===== config.mk =====
export PLATFORM = sky130hd
export DESIGN_NAME = result_cmp
export DESIGN_NICKNAME = d
export VERILOG_FILES = /design/src/rtl/chiptester_pkg.sv /design/src/rtl/result_cmp.sv
export SDC_FILE = /design/constraint.sdc
export NUM_CORES = 1
export LEC_CHECK = 0
export ABC_CLOCK_PERIOD_IN_PS = 2100
export BUFFER_PORTS_ARGS = -buffer_cell sky130_fd_sc_hd__buf_2
export CAP_MARGIN = 20
export CELL_PAD_IN_SITES_DETAIL_PLACEMENT = 0
export CELL_PAD_IN_SITES_GLOBAL_PLACEMENT = 1
export CORE_UTILIZATION = 16
export DETAILED_ROUTE_END_ITERATION = 8
export GPL_TIMING_DRIVEN = 0
export PLACE_DENSITY_LB_ADDON = 0.1
export SLEW_MARGIN = 20
export SYNTH_ARGS = -nofsm -noshare
export SYNTH_HDL_FRONTEND = slang
export SYNTH_SLANG_ARGS = --single-unit

===== constraint.sdc =====
create_clock -name vclk -period 2.1
set_input_delay 0.21 -clock vclk [all_inputs]
set_output_delay 0.21 -clock vclk [all_outputs]
set_load 0.05 [all_outputs]

===== src/rtl/chiptester_pkg.sv =====
// Shared chip-tester definitions: checker FSM states and default widths.
package chiptester_pkg;

  typedef enum logic [1:0] {
    ST_IDLE = 2'd0,
    ST_RUN  = 2'd1,
    ST_DONE = 2'd2
  } state_t;

  localparam int DEF_RTF_WIDTH = 24;
  localparam int DEF_CNT_WIDTH = 16;
  localparam int DEF_TIMEOUT   = 4096;

endpackage


===== src/rtl/result_cmp.sv =====
// Result vs expected comparator; per-bit mask when RESULT_CHECKER_MASK_EN
// is defined, exact full-width compare otherwise.
module result_cmp
  import chiptester_pkg::*;
#(
  parameter int W = DEF_RTF_WIDTH
) (
  input  logic [W-1:0] i_got,
  input  logic [W-1:0] i_exp,
`ifdef RESULT_CHECKER_MASK_EN
  input  logic [W-1:0] i_mask,
`endif
  output logic         o_mismatch
);

`ifdef RESULT_CHECKER_MASK_EN
  assign o_mismatch = |((i_got ^ i_exp) & i_mask);
`else
  assign o_mismatch = |(i_got ^ i_exp);
`endif

endmodule


==> flow_summary.json, run 1 <==
{
  "portBuffers": 49,
  "crit_start": "i_exp[18]",
  "synth_top_family_by_area": "XOR/XNOR gates",
  "vias": 382,
  "max_stage_delay_ns": 0.31,
  "grt_pass1_wl_um": 1120,
  "crit_path_start_kind": "primary input",
  "critPathKind": "in2out",
  "cp_cell_sequence": "buf_2 > xnor2_1 > nand4_1 > nor4_1 > nand3_1 > buf_2",
  "seq_area_um2": 0,
  "grt_setup_unrepaired": "no",
  "synth.mux.area_fraction_pct": 0,
  "post-cts-setup-buffers": 0,
  "rows": 14,
  "relSlewSlack_pct": 82.0,
  "drtPass1Iterations": 1,
  "synthXorXnorAreaFrac_pct": 81.2,
  "fin_ws_ns": 0.669,
  "fmaxAchievable_ghz": 0.699,
  "ys_types": 5,
  "syn-num-nets": 80,
  "seq_cell_count": 0,
  "die_area_um2": 1780,
  "drt_iter0_markers": 0,
  "slew_viol_final": 0,
  "syn_area_per_cell_um2": 8.09,
  "grt_max_degree": 2,
  "synth_compound_area_share_pct": 0,
  "tns_ns": 0,
  "drc": 0,
  "die_w_um": 42.2,
  "setup_viol": 0,
  "yosys_warnings": 0,
  "critical_path_required_ns": 1.89,
  "tightest_slew_ns": 0.268,
  "grt_pass1_vias": 320,
  "drv_cap": 0,
  "ios": 49,
  "synth_cells": 32,
  "finalCritPeriodShare_pct": 68.1,
  "synth_fa_ha_area_share_pct": 0,
  "overflow": 0,
  "worstPathArrival_ns": 1.22,
  "diodes": 0,
  "ant_nets": 0,
  "pwr_density_cell_nw_per_um2": 176,
  "crit_path_frequent_cell": "buf_2",
  "post_cts_resized": 0,
  "area_growth_syn_to_layout_pct": 102,
  "synthSimpleGateAreaFrac_pct": 18.8,
  "hold_buffers": 0,
  "min_from": "i_got[19]",
  "core_um2": 1510,
  "drive_gt1_share_pct": 60.5,
  "gp_congestion": 0.587,
  "yosysSeqAreaShare_pct": 0,
  "hold_violations": 0,
  "multi_input_area_um2": 259,
  "status": "complete, no violations",
  "syn_area_um2": 259,
  "final_util_pct": 34.8,
  "die_y_um": 42.2,
  "vias_per_cell": 3.94,
  "leakage_uw": 0.000262,
  "hp-class": "in2out",
  "min_period_ns": 1.43,
  "endpoint_kind": "primary output",
  "initial_core_util_pct": 17.2,
  "routed_wl_um": 684,
  "fillCellCount": 171,
  "wire_per_inst_um": 7.05,
  "ir_drop_mv": 0.0572,
  "antenna_found_initial": 0,
  "n_clock_buffer": 0,
  "dpl.hpwl_um": 670,
  "dpl_worst_slack_ns": 0.628,
  "grt_use_total_pct": 7.33,
  "fin_nets": 131,
  "path_max_fanout": 1,
  "cpMaxStageDelayCell": "nor4_1"
}
## cells by family (layout without fill, tap and decap cells)
family / after synthesis / in the layout
xor gates and xnor gates: 24 / 24
buffers and inverters: 0 / 49
and+or+nand+nor: 8 / 8
## power by group
| group | leakage, uW | switching, uW | internal (uW) | total (uW) |
|---|---|---|---|---|
| clock network | 0 | 0 | 0 | 0 |
| registers | 0 | 0 | 0 | 0 |
| logic | 0.000262 | 32.6 | 59.8 | 92.4 |
| total | 0.000262 | 32.6 | 59.8 | 92.4 |
## through the flow
stage,cells,power [uW],hold slack (ns),area (um2)
3_5_place_dp,97,93.6,0.996,524
6_report,97,92.4,0.986,524
2_1_floorplan,32,40.0,0.916,259
3_3_place_gp,97,93.2,0.996,524
5_1_grt,97,103,1.04,524
4_1_cts,97,93.9,1.00,524
## per-layer routing
layer,track usage (%),share of wire (%)
met5,0,0
met4,0,0
met3,0.862,16
met2,14.2,44
met1,9.09,40
## worst paths after layout
kind / depth (start not counted) / slack [ns] / end
min: 6 / 0.99 / o_mismatch
max: 6 / 0.67 / o_mismatch
## worst max-delay path: cells and delay by family
family	cells	cell delay, ns
xor gates and xnor gates	1	0.15
buffers and inverters	2	0.32
and+or+nand+nor	3	0.53
## final cells by class
type                            instances  share of cell area (%)
Multi-Input combinational cell         32                    49.4
Tap cell                               16                    3.82
Timing Repair Buffer                   49                    46.8
## layout by cell type, fill, tap and decap left out
master / n
buf_2: 49
xor2_1: 8
nand3_1: 1
nand4_1: 4
xnor2_1: 16
nor4_1: 3
## cells in the mapped netlist
| library cell | instances | share of area (%) |
|---|---|---|
| xor2_1 | 8 | 27 |
| nand4_1 | 4 | 9.7 |
| nor4_1 | 3 | 7.2 |
| nand3_1 | 1 | 1.9 |
| xnor2_1 | 16 | 54 |
Power figures use the tool's default switching activity.
==> run 2, diff against run 1 <==
Settings changed: ABC_CLOCK_PERIOD_IN_PS 2100 to 1400, CORE_UTILIZATION 16 to 15.
Clock period 2.1 ns to 1.4 ns, I/O delays scaled along.
==> run 2 against run 1 <==
  * The flow now finishes with violations (design-rule violations)
  * Design area up 6.4%
  * Clock-buffer cell count unchanged
  * Flip-flop and latch count unchanged
  * Non-clock buffer count unchanged
  * Die area up 6.3%
  * Power up 59%
  * Combinational power up 59%
==> flow_summary.json, run 2 (same netlist as run 1, synthesis figures left out) <==
{
  "vias": 389,
  "grt_setup_unrepaired": "no",
  "n_clock_buffer": 0,
  "gp_congestion": 0.611,
  "hold_depth": 6,
  "dpl.hpwl_um": 694,
  "p_switching_uw": 52.1,
  "cp_num_buf_inv": 2,
  "die_y_um": 43.6,
  "hold_end": "o_mismatch",
  "fillCellCount": 167,
  "path_max_fanout": 1,
  "min_from": "i_got[17]",
  "slew_viol_final": 0,
  "combPwrFrac_pct": 100.0,
  "portBuffers": 49,
  "grt_use_total_pct": 6.58,
  "min_period_ns": 1.23,
  "diodes": 0,
  "path_delay_family": "simple AND/OR/NAND/NOR gates",
  "die_w_um": 43.6,
  "placed_area_um2": 524,
  "drc": 9,
  "grt_pass1_wl_um": 1040,
  "swShare_pct": 35.4,
  "grt_max_degree": 2,
  "routed_wl_um": 728,
  "area_growth_syn_to_layout_pct": 115,
  "fin_nets": 131,
  "multi_input_area_um2": 280,
  "final_common_cell": "buf_2",
  "fin_area_um2": 558,
  "initial_core_util_pct": 16.6,
  "finalCritPeriodShare_pct": 87.9,
  "status": "complete, but fails checks",
  "tightest_slew_ns": 0.247,
  "tns_ns": 0,
  "drt_iter0_markers": 10,
  "crit_path_start_kind": "primary input",
  "cpMaxStageDelayCell": "nor4_2",
  "ir_drop_mv": 0.0999,
  "ios": 49,
  "violations": "design-rule violations",
  "antenna_found_initial": 0,
  "leakage_uw": 0.000279,
  "drive_gt1_share_pct": 64.2,
  "max_stage_delay_ns": 0.28,
  "final_cell_mix": "buf_2 (47), xnor2_1 (14), xor2_1 (8)",
  "setup_viol": 0,
  "power_uw": 147,
  "overflow": 0,
  "pwr_density_cell_nw_per_um2": 264,
  "hold_violations": 0,
  "critical_path_required_ns": 1.26,
  "post-cts-setup-buffers": 0,
  "endpoint_kind": "primary output",
  "cp_cell_sequence": "buf_2 > xnor2_1 > nand4_1 > nor4_2 > nand3_1 > buf_6",
  "dp.cells": 97,
  "die_area_um2": 1900,
  "cellInternalPower_uw": 95.2,
  "hp-class": "in2out",
  "final_util_pct": 35.8,
  "rows": 14,
  "clkPwrFrac_pct": 0,
  "drtPass1Iterations": 7,
  "grt_pass1_vias": 320,
  "relSlewSlack_pct": 83.4,
  "worstPathArrival_ns": 1.09,
  "seq_area_um2": 0,
  "wire_per_inst_um": 7.51,
  "critPathKind": "in2out",
  "finalNonFillerCells": 97,
  "ant_nets": 0,
  "pwr-share-seq_pct": 0,
  "fmaxAchievable_ghz": 0.812,
  "drv_cap": 0,
  "core_um2": 1560,
  "seq_cell_count": 0,
  "vias_per_cell": 4.01
}
[run 2: metrics by stage]
step                      hold WS (ns)  worst slack [ns]
final                            0.776             0.169
after floorplan                  0.776             0.202
after global routing             0.844           0.00235
after detailed placement         0.863            0.0861
after CTS                        0.865            0.0862
after global placement           0.859             0.101
[run 2: worst min-delay path: cells and delay by family]
family,cells,cell delay (ns)
xor+xnor,1,0.05
buf+inv,2,0.24
simple gates,3,0.20
[run 2: worst max path at each step]
stage	start	to	slack, ns	cells after the start
after CTS	i_exp[10]	o_mismatch	0.09	6
after detailed placement	i_exp[10]	o_mismatch	0.09	6
final	i_exp[19]	o_mismatch	0.17	6
after global placement	i_exp[10]	o_mismatch	0.10	6
after global routing	i_exp[11]	o_mismatch	0.002	6
after floorplan	i_exp[8]	o_mismatch	0.20	4
[run 2: final cells by class]
| type | instances | area share [%] |
|---|---|---|
| multi-input combinational | 32 | 50.2 |
| tap | 16 | 3.59 |
| timing repair buffer | 49 | 46.2 |
[run 2: power groups by stage]
stage	sequential [uW]	clock (uW)	combinational, uW
after detailed placement	0	0	140
after global placement	0	0	140
final	0	0	147
after floorplan	0	0	60.0
after global routing	0	0	163
after CTS	0	0	141
[run 2: what timing repair did]
action	in CTS	in global routing
hold buffers	0	0
endpoints found under the setup margin	0	1
gates resized for setup	0	7
[run 2: layer usage]
metal  GRT usage [%]  wire length [um]  vias to the layer above
met5               0                 0                        -
met4               0                 0                        0
met3           0.833               124                        0
met2            14.0               331                       33
met1            7.00               272                      147
li1                -                 -                      209
